--- src/rtl/ef_sram_1024x32_bist.sv ---
`default_nettype none
// ============================================================================
// Module   : ef_sram_1024x32_bist
// Purpose  : March C- built-in self-test engine for a single-port SRAM.
//            Runs E0..E5, compares each read one cycle after it is issued,
//            and reports the address and element of the first mismatch.
// Revision : 1.0  initial release
// ============================================================================
module ef_sram_1024x32_bist #(
    parameter int NB = 32,
    parameter int NA = 10,
    parameter int NW = 1024
) (
    input  logic          CLKin,
    input  logic          RST,
    input  logic          START,
    output logic          BUSY,
    output logic          DONE,
    output logic          FAIL,
    output logic [NA-1:0] FAIL_ADDR,
    output logic [2:0]    FAIL_ELEM,
    output logic [NA-1:0] AD,
    output logic [NB-1:0] DI,
    output logic [NB-1:0] BEN,
    output logic          EN,
    output logic          R_WB,
    input  logic [NB-1:0] DO
);

    localparam logic [NA-1:0] C_LAST = NA'(NW - 1);
    localparam logic [NA-1:0] C_ONE  = NA'(1);

    typedef enum logic [1:0] {
        S_IDLE  = 2'd0,
        S_RUN   = 2'd1,
        S_DRAIN = 2'd2,
        S_END   = 2'd3
    } state_t;

    state_t        state_q, state_d;
    logic [2:0]    elem_q, elem_d;
    logic [NA-1:0] addr_q, addr_d;
    logic          phase_q, phase_d;       // 0 = read slot, 1 = write slot (E1-E4)
    logic          rd_pend_q, rd_pend_d;   // a read was issued last cycle
    logic          exp_q, exp_d;           // background expected from that read
    logic [NA-1:0] cmp_addr_q, cmp_addr_d;
    logic [2:0]    cmp_elem_q, cmp_elem_d;
    logic          fail_q, fail_d;
    logic [NA-1:0] fail_addr_q, fail_addr_d;
    logic [2:0]    fail_elem_q, fail_elem_d;

    logic w_is_read;
    logic w_down;
    logic w_last;
    logic w_mismatch;

    assign w_is_read  = (elem_q == 3'd5) || ((elem_q != 3'd0) && !phase_q);
    assign w_down     = (elem_q == 3'd3) || (elem_q == 3'd4);
    assign w_last     = w_down ? (addr_q == '0) : (addr_q == C_LAST);
    assign w_mismatch = rd_pend_q && (DO != {NB{exp_q}});

    assign BUSY      = (state_q == S_RUN) || (state_q == S_DRAIN);
    assign DONE      = (state_q == S_END);
    assign FAIL      = fail_q;
    assign FAIL_ADDR = fail_addr_q;
    assign FAIL_ELEM = fail_elem_q;

    // State and datapath registers; reset returns the engine to a quiet idle.
    always_ff @(posedge CLKin) begin
        if (RST) begin
            state_q     <= S_IDLE;
            elem_q      <= 3'd0;
            addr_q      <= '0;
            phase_q     <= 1'b0;
            rd_pend_q   <= 1'b0;
            exp_q       <= 1'b0;
            cmp_addr_q  <= '0;
            cmp_elem_q  <= 3'd0;
            fail_q      <= 1'b0;
            fail_addr_q <= '0;
            fail_elem_q <= 3'd0;
        end else begin
            state_q     <= state_d;
            elem_q      <= elem_d;
            addr_q      <= addr_d;
            phase_q     <= phase_d;
            rd_pend_q   <= rd_pend_d;
            exp_q       <= exp_d;
            cmp_addr_q  <= cmp_addr_d;
            cmp_elem_q  <= cmp_elem_d;
            fail_q      <= fail_d;
            fail_addr_q <= fail_addr_d;
            fail_elem_q <= fail_elem_d;
        end
    end

    // Next-state, March sequencing, SRAM bus drive and read-compare.
    always_comb begin
        state_d     = state_q;
        elem_d      = elem_q;
        addr_d      = addr_q;
        phase_d     = phase_q;
        rd_pend_d   = 1'b0;
        exp_d       = exp_q;
        cmp_addr_d  = cmp_addr_q;
        cmp_elem_d  = cmp_elem_q;
        fail_d      = fail_q;
        fail_addr_d = fail_addr_q;
        fail_elem_d = fail_elem_q;
        EN          = 1'b0;
        R_WB        = 1'b1;
        AD          = '0;
        DI          = '0;
        BEN         = '0;

        case (state_q)
            S_IDLE, S_END: begin
                if (START) begin
                    state_d     = S_RUN;
                    elem_d      = 3'd0;
                    addr_d      = '0;
                    phase_d     = 1'b0;
                    fail_d      = 1'b0;
                    fail_addr_d = '0;
                    fail_elem_d = 3'd0;
                end
            end

            S_RUN: begin
                EN   = 1'b1;
                AD   = addr_q;
                BEN  = {NB{1'b1}};
                R_WB = w_is_read;
                // E1 and E3 write ones; E0, E2, E4 write zeros.
                if (!w_is_read && ((elem_q == 3'd1) || (elem_q == 3'd3)))
                    DI = {NB{1'b1}};

                if (w_is_read) begin
                    rd_pend_d  = 1'b1;
                    exp_d      = (elem_q == 3'd2) || (elem_q == 3'd4);
                    cmp_addr_d = addr_q;
                    cmp_elem_d = elem_q;
                end

                // Read slot of a read-write pair just advances to the write.
                if ((elem_q != 3'd0) && (elem_q != 3'd5) && !phase_q) begin
                    phase_d = 1'b1;
                end else begin
                    phase_d = 1'b0;
                    if (!w_last) begin
                        addr_d = w_down ? (addr_q - C_ONE) : (addr_q + C_ONE);
                    end else begin
                        case (elem_q)
                            3'd0:    begin elem_d = 3'd1; addr_d = '0;     end
                            3'd1:    begin elem_d = 3'd2; addr_d = '0;     end
                            3'd2:    begin elem_d = 3'd3; addr_d = C_LAST; end
                            3'd3:    begin elem_d = 3'd4; addr_d = C_LAST; end
                            3'd4:    begin elem_d = 3'd5; addr_d = '0;     end
                            default: state_d = S_DRAIN;
                        endcase
                    end
                end

                // First mismatch aborts; this cycle's access still goes out.
                if (w_mismatch) begin
                    state_d     = S_END;
                    rd_pend_d   = 1'b0;
                    fail_d      = 1'b1;
                    fail_addr_d = cmp_addr_q;
                    fail_elem_d = cmp_elem_q;
                end
            end

            S_DRAIN: begin
                state_d = S_END;
                if (w_mismatch) begin
                    fail_d      = 1'b1;
                    fail_addr_d = cmp_addr_q;
                    fail_elem_d = cmp_elem_q;
                end
            end

            default: state_d = S_IDLE;
        endcase
    end

endmodule
`default_nettype wire

--- config.mk ---
export PLATFORM = sky130hd
export DESIGN_NAME = ef_sram_1024x32_bist
export DESIGN_NICKNAME = d
export VERILOG_FILES = /design/src/rtl/ef_sram_1024x32_bist.sv
export SDC_FILE = /design/constraint.sdc
export NUM_CORES = 1
export LEC_CHECK = 0
export ABC_AREA = 1
export ABC_CLOCK_PERIOD_IN_PS = 3900
export BUFFER_PORTS_ARGS = -buffer_cell sky130_fd_sc_hd__buf_4
export CAP_MARGIN = 10
export CORE_ASPECT_RATIO = 1.25
export CORE_MARGIN = 2
export CORE_UTILIZATION = 35
export DETAILED_ROUTE_END_ITERATION = 12
export PLACE_DENSITY = 0.7
export SLEW_MARGIN = 20
export SYNTH_ARGS = -nofsm -noshare
export SYNTH_HDL_FRONTEND = slang
export SYNTH_SLANG_ARGS = --single-unit
--- constraint.sdc ---
create_clock -name CLKin -period 3.9 [get_ports CLKin]
set_input_delay 0.39 -clock CLKin [delete_from_list [all_inputs] [get_ports CLKin]]
set_output_delay 0.39 -clock CLKin [all_outputs]
set_load 0.1 [all_outputs]
==> results of run 1 <==
[state kept, by name (all words and copies together) (netlist names), 2 cells and up]
name	count
FAIL_ADDR	10
FAIL_ELEM	3
addr_q	10
cmp_addr_q	10
cmp_elem_q	3
elem_q	3
state_q	2
[placed cells by master, fill, tap and decap left out, types with 5 or more instances in the layout]
cell type,Yosys,routed
a21oi_1,32,32
a21oi_2,10,10
buf_4,64,127
clkbuf_16,0,5
dfxtp_1,45,45
ha_1,11,10
inv_1,52,52
nand2_1,113,113
nand2_2,16,16
nand3_1,54,53
nand4_1,7,7
nor2_1,39,38
nor3_1,6,6
o21ai_0,13,13
[stage by stage]
step           setup WS (ps)  power [W]  instance area, um^2  hold slack, ps
6_report                 865    0.00352                 4060             467
3_3_place_gp            1230    0.00301                 3890             455
2_1_floorplan           60.8    0.00289                 3350             446
4_1_cts                  833    0.00353                 4060             468
5_1_grt                  619    0.00364                 4060             484
3_5_place_dp            1020    0.00304                 3890             458
[cell usage after synthesis (3+ instances only)]
master / n
inv_1: 52
dfxtp_1: 45
inv_2: 3
nor2_1: 39
clkbuf_1: 7
a21oi_1: 32
o21ai_2: 3
nand3_1: 54
nand4_1: 7
ha_1: 11
a21oi_2: 10
o21ai_0: 13
buf_2: 5
nor3_1: 6
nand3b_1: 3
nand2_2: 16
buf_4: 64
or2_1: 3
nand2_1: 113
xnor2_1: 3
[worst max-delay path by stage]
stage | from | endpoint | slack [ps] | cells past startpoint
5_1_grt | state_q[1] | DI[10] | 620 | 5
4_1_cts | state_q[1] | DI[21] | 830 | 5
3_3_place_gp | state_q[1] | addr_q[8] | 1230 | 10
3_5_place_dp | state_q[1] | addr_q[8] | 1020 | 10
2_1_floorplan | state_q[1] | DI[10] | 60 | 6
6_report | state_q[1] | DI[21] | 860 | 5
[layout make-up]
type,count,area share
multi-input cells,324,0.412
repair buffers,127,0.235
flip-flops and latches,45,0.222
inverters,55,0.0508
well taps,123,0.0379
clock buffers,6,0.0342
clock inverters,2,0.00924
[layer usage]
layer	vias up	GRT usage	wire [um]
li1	1655	-	-
met1	1439	0.164	3080
met2	128	0.262	3800
met3	16	0.0300	558
met4	0	0.0495	124
met5	-	0	0
[logic make-up after synthesis]
kind of cell,count (synthesis)
simple gates,243
buf+inv,134
compound gates,64
xor+xnor,5
flops,45
fa+ha+maj,12
[power by group]
part | internal, W | switching [W]
Combinational | 0.000416 | 0.00210
Sequential | 0.000485 | 0.0000286
Clock | 0.000320 | 0.000174
Total | 0.00122 | 0.00230
[worst max-delay path: cells and delay by family, from the launching register on]
kind                       cells  cell delay [ps]
adders and majority gates      1              780
and+or+nand+nor                2              760
DFF                            1              340
buffers and inverters          2              470
==> metrics.txt, run 1 <==
status=finished clean; Worst Reg2Reg Path Length in Cells=10; IO Count=127; Setup CP Type=reg -> out; placed cells=674; Register-to-Register Setup Slack=940 ps; Hold Crit Class=reg -> reg; P_leak=2.00 nW; hold_sp=cmp_addr_q[4]; slew margin rel.=0.399; Non-Filler Instances=682; core area=0.00922 mm^2; P&R area growth vs syn=22.0%; 1st-pass router iterations=6; share of cells above drive strength 1=0.309; worst-path cell chain=inv_1 > ha_2 > nand3_2 > nor2_4 > buf_4; Finished Core Util=0.441; fill cell count=901; Vias/cell=about 4.7; Final GP Congestion=0.926; Chip Width=91.3 um; post-synthesis register bit count=45; fin. max-slew vios=0; Critical Path Fanout Max=50; cts repair resizes=0; Synth cell types=32; crit path DAT=2650 ps; P per Cell Area=866 mW/mm^2; Total GRT Usage=0.143; CTS Buffer Depth=2; Initial Utilization=0.361; port buffer count=between 100 and 150; setup bufs post-CTS=0; residual DRC count=0; complex-gate fraction of the synthesized area=0.115; largest net degree at the start of global routing=51; Worst Setup Start Kind=register; Crit-path slowest cell=ha_2; largest cells by area after synthesis=dfxtp_1, buf_4, nand2_1; Cells after Synth=503; EDFF count, synth=0; # rows=39; Fin. Hold Viols=0; multiplexer share of the synthesized area=0; Clock H-tree levels=2; WP data required=3510 ps; Max Clk Rate=around 0.33 GHz; Most used DFF post-synth=dfxtp_1; cts bufs inserted=5; Layout Nets=605; Syn Nets=550; sequential area share after synthesis=0.270; Worst VDD drop=0.000362 V; initial DRC count=143; RR Endpoint=addr_q[8]; antenna-violating nets left=0; die area=0.0103 mm^2; Clock Latency Late Sink=290 ps; initial antenna violation count=0; CTS tree=built; area share of the largest cell type after synthesis=0.270; vias in the first global route=about 2,900; FF-to-FF Start=state_q[1]; max cap viols=0; Synth Area in Adders=0.0473; clk sink count=45; part of the cycle the worst path needs=0.778; Detailed Route WL=7.56 mm; Worst Tran Pin Value=roughly 900 ps; Post-Syn Area=between 0.003 and 0.004 mm^2; Synth area leader=dfxtp_1; minimum clock period=3040 ps; clk slew on worst S/H paths=60 ps; first-pass GRT wire length=12.6 mm; Avg Inst Size Synth=between 6 and 7 um^2; Ys Warns=0; Vias=3,238; area of the multi-input gates=0.00167 mm^2; Synth Area in XOR/XNOR=0.0131; total congestion overflow=0; Largest stage delay, worst path=780 ps; ANT cells=0; largest family of logic cells by synthesized area=simple AND/OR/NAND/NOR gates; Detail Placement HPWL=~6 mm; hold path depth=2; sequential cell area=901 um^2; Post-Synth Simple-Gate Area=0.322; clk_skew=6.05 ps; Root Driver=clkbuf_16; Fin Setup TNS=0 ps; asr flop ratio synth=0; # hold bufs at CTS=0; RSZ-0062 raised after global routing=no; Worst Setup End Kind=primary output; final setup fails=0; WHS Endpoint=cmp_addr_q[4]; wire length per cell=11.1 um; Die Ht=113 um
(Power assumes the default switching activity.)
==> inputs of run 2 (changes only) <==
--- a/config.mk
+++ b/config.mk
@@ -5,15 +5,15 @@
 export SDC_FILE = /design/constraint.sdc
 export NUM_CORES = 1
 export LEC_CHECK = 0
-export ABC_AREA = 1
-export ABC_CLOCK_PERIOD_IN_PS = 3900
+export ABC_AREA = 0
+export ABC_CLOCK_PERIOD_IN_PS = 2500
 export BUFFER_PORTS_ARGS = -buffer_cell sky130_fd_sc_hd__buf_4
 export CAP_MARGIN = 10
 export CORE_ASPECT_RATIO = 1.25
 export CORE_MARGIN = 2
 export CORE_UTILIZATION = 35
 export DETAILED_ROUTE_END_ITERATION = 12
-export PLACE_DENSITY = 0.7
+export PLACE_DENSITY = 0.73
 export SLEW_MARGIN = 20
 export SYNTH_ARGS = -nofsm -noshare
 export SYNTH_HDL_FRONTEND = slang
==> constraint.sdc (replaced) <==
create_clock -name CLKin -period 2.5 [get_ports CLKin]
set_input_delay 0.25 -clock CLKin [delete_from_list [all_inputs] [get_ports CLKin]]
set_output_delay 0.25 -clock CLKin [all_outputs]
set_load 0.1 [all_outputs]
==> run 2 against run 1 <==
The flow now finishes with violations (negative setup slack); total power up 42%; critical path depth up 5; die area down 5.1%; largest power group unchanged.
==> metrics.txt, run 2 <==
CTS Buffer Depth=2 (unchanged); Logic pwr share=0.749 (was 0.714); worst-path cell chain=nand2b_4 > mux2_4 > clkinvlp_4 > ha_4 > a211o_1 > a211oi_2 > nor3_2 > mux2i_1 > or4_1 > a31oi_1 (was inv_1 > ha_2 > nand3_2 > nor2_4 > buf_4); WP data required=2740 ps (was 3510 ps); Crit-path slowest cell=or4_1 (was ha_2); Initial Utilization=0.363 (was 0.361); Clk pwr share=0.095 (was 0.140); Cells after Synth=390 (was 503); clk sink count=45 (unchanged); Layout Nets=522 (was 605); port buffer count=126 (unchanged); wire length per cell=14.1 um (was 11.1 um); Synth Area in XOR/XNOR=0.00555 (was 0.0131); residual DRC count=0 (unchanged); Vias=3,066 (was 3,238); Worst Tran Pin Value=651 ps (was 902 ps); RSZ-0062 raised after global routing=yes (was no); clk slew on worst S/H paths=90 ps (was 60 ps); vias in the first global route=2,747 (was 2,910); final setup fails=2 (was 0); crit path DAT=2820 ps (was 2650 ps); core area=0.00870 mm^2 (was 0.00922 mm^2); initial antenna violation count=0 (unchanged); setup ws final=-78.4 ps (was 865 ps); P_leak=2.09 nW (was 2.00 nW); Finished Core Util=0.474 (was 0.441); Clock Latency Late Sink=300 ps (was 290 ps); clk_skew=8.66 ps (was 6.05 ps); Fin Setup TNS=-131 ps (was 0 ps); ANT cells=0 (unchanged); sequential cell area=903 um^2 (was 901 um^2); total power=0.00500 W (was 0.00352 W); cts bufs inserted=5 (unchanged); complex-gate fraction of the synthesized area=0.203 (was 0.115); Worst VDD drop=0.00117 V (was 0.000362 V); part of the cycle the worst path needs=1.03; Detail Placement HPWL=6.32 mm (was 5.95 mm); antenna-violating nets left=0 (unchanged); area share of the largest cell type after synthesis=0.285 (was 0.270); Ys Warns=0 (unchanged); Detailed Route WL=8.42 mm (was 7.56 mm); EDFF count, synth=0 (unchanged); Die Ht=110 um (was 113 um); largest family of logic cells by synthesized area=compound AO/OA/AOI/OAI gates (was simple AND/OR/NAND/NOR gates); Vias/cell=5.14 (was 4.75); Chip Width=88.9 um (was 91.3 um); Flop pwr share=0.156 (was 0.146); initial DRC count=156 (was 143); fill cell count=855 (was 901); failing checks=negative setup slack; Critical Path Fanout Max=5 (was 50); Total GRT Usage=0.161 (was 0.143); Post-Syn Area=0.00316 mm^2 (was 0.00333 mm^2); Most used DFF post-synth=dfxtp_1 (unchanged); die area=0.00980 mm^2 (was 0.0103 mm^2); total congestion overflow=0 (unchanged); Avg Inst Size Synth=8.09 um^2 (was 6.62 um^2); share of cells above drive strength 1=0.416 (was 0.309); Syn Nets=437 (was 550); Fin. Hold Viols=0 (unchanged); Clock H-tree levels=2 (unchanged); sw frac=0.671 (was 0.653); commonest cells after routing, fill and taps aside=buf_4, dfxtp_1, nor2_1 (was buf_4, nand2_1, nand3_1); first-pass GRT wire length=12.7 mm (was 12.6 mm); # hold bufs at CTS=0 (unchanged); commonest non-fill, non-tap cell in the layout=buf_4 (unchanged); P&R area growth vs syn=30.7% (was 22.0%); Hold Crit Class=in -> reg (was reg -> reg); sequential area share after synthesis=0.285 (was 0.270); largest net degree at the start of global routing=38 (was 51); Largest stage delay, worst path=470 ps (was 780 ps); 1st-pass router iterations=4 (was 6); most frequent cells after synthesis=buf_4, dfxtp_1, nor2_1 (was nand2_1, buf_4, nand3_1); Final GP Congestion=0.857 (was 0.926); Max Clk Rate=0.388 GHz; max cap viols=0 (unchanged); largest cells by area after synthesis=dfxtp_1, buf_4, mux2i_1 (was dfxtp_1, buf_4, nand2_1); area of the multi-input gates=0.00174 mm^2 (was 0.00167 mm^2); fin. max-slew vios=0 (unchanged); Sw Pwr=0.00336 W (was 0.00230 W); Synth cell types=54 (was 32); P per Cell Area=1210 mW/mm^2 (was 866 mW/mm^2); IO Count=127 (unchanged); Worst Setup End Kind=register (was primary output); asr flop ratio synth=0 (unchanged); CTS tree=built (unchanged); # rows=38 (was 39); Synth Area in Adders=0.0500 (was 0.0473); multiplexer share of the synthesized area=0.0734 (was 0); slew margin rel.=0.565 (was 0.399); minimum clock period=between 2000 and 3000 ps; Worst Setup Start Kind=register (unchanged); Post-Synth Simple-Gate Area=0.195 (was 0.322); Synth area leader=dfxtp_1 (unchanged); post-synthesis register bit count=45 (unchanged); status=finished, violations left (was finished clean); Root Driver=clkbuf_8 (was clkbuf_16); count leader, synth=buf_4 (was nand2_1); Pint=0.00164 W (was 0.00122 W); Setup CP Type=reg -> reg (was reg -> out)
run 2: cell count changes after synthesis, moves of 10 or more:
cell,before,now
nand2_1,113,36
a21oi_2,10,0
inv_1,52,7
and2_1,0,11
nand3_1,54,5
a41o_1,0,13
nand2_2,16,0
mux2i_1,0,19
run 2: timing repair:
action                                  in CTS  in global routing
pin swaps                                    6                  0
gates resized for setup                      7                  2
endpoints found under the setup margin       3                  4
setup buffers                                2                  0
run 2: kinds of logic after synthesis:
| family | count (synthesis) |
|---|---|
| AO/OA/AOI/OAI | 91 |
| XOR/XNOR | 2 |
| adder cells (fa/ha/maj) | 12 |
| buffers and inverters | 90 |
| flip-flops | 45 |
| multiplexers | 22 |
| AND/OR/NAND/NOR | 128 |
run 2: worst max-delay path, delay by kind of cell (launching register included):
family	cells	cell delay, ps
multiplexers	2	430
flip-flops	1	360
adder cells (fa/ha/maj)	1	220
AND/OR/NAND/NOR	3	680
buffers and inverters	1	150
AO/OA/AOI/OAI	3	690
run 2: final timing paths:
kind                   from          to  slack, ps  depth (start not counted)
hold reg to reg        FAIL        FAIL        480                          2
setup / recovery  elem_q[1]   addr_q[9]        -80                         10
hold / removal        START  state_q[1]        200                          2
setup reg to reg  elem_q[1]   addr_q[9]        -80                         10
run 2: area by class of cell:
class | count | share of cell area
clock buffers | 5 | 0.0167
flip-flops and latches | 45 | 0.219
multi-input cells | 255 | 0.422
inverters | 8 | 0.00819
clock inverters | 3 | 0.00516
well taps | 120 | 0.0364
repair buffers | 160 | 0.292
run 2: routing by layer:
layer,part of all wire,global-route usage,vias to the layer above
met2,0.49,0.301,125
met1,0.41,0.185,1413
met5,0,0,-
li1,-,-,1512
met3,0.082,0.0283,16
met4,0.018,0.0465,0
run 2: stage by stage:
step,setup WS (ps),cells,instance area (um^2),hold WS (ps)
2_1_floorplan,-155,390,3220,379
3_3_place_gp,-40.1,586,3990,458
3_5_place_dp,-105,586,3990,470
4_1_cts,-80.4,596,4120,193
5_1_grt,-203,596,4120,201
6_report,-78.4,596,4120,197
run 2: power groups by stage:
stage	clock [W]	sequential, W	combinational (W)
global route	0.000513	0.000786	0.00388
CTS	0.000479	0.000781	0.00375
global placement	0	0.000794	0.00371
floorplan	0	0.000803	0.00336
detailed placement	0	0.000798	0.00374
finish	0.000474	0.000780	0.00375
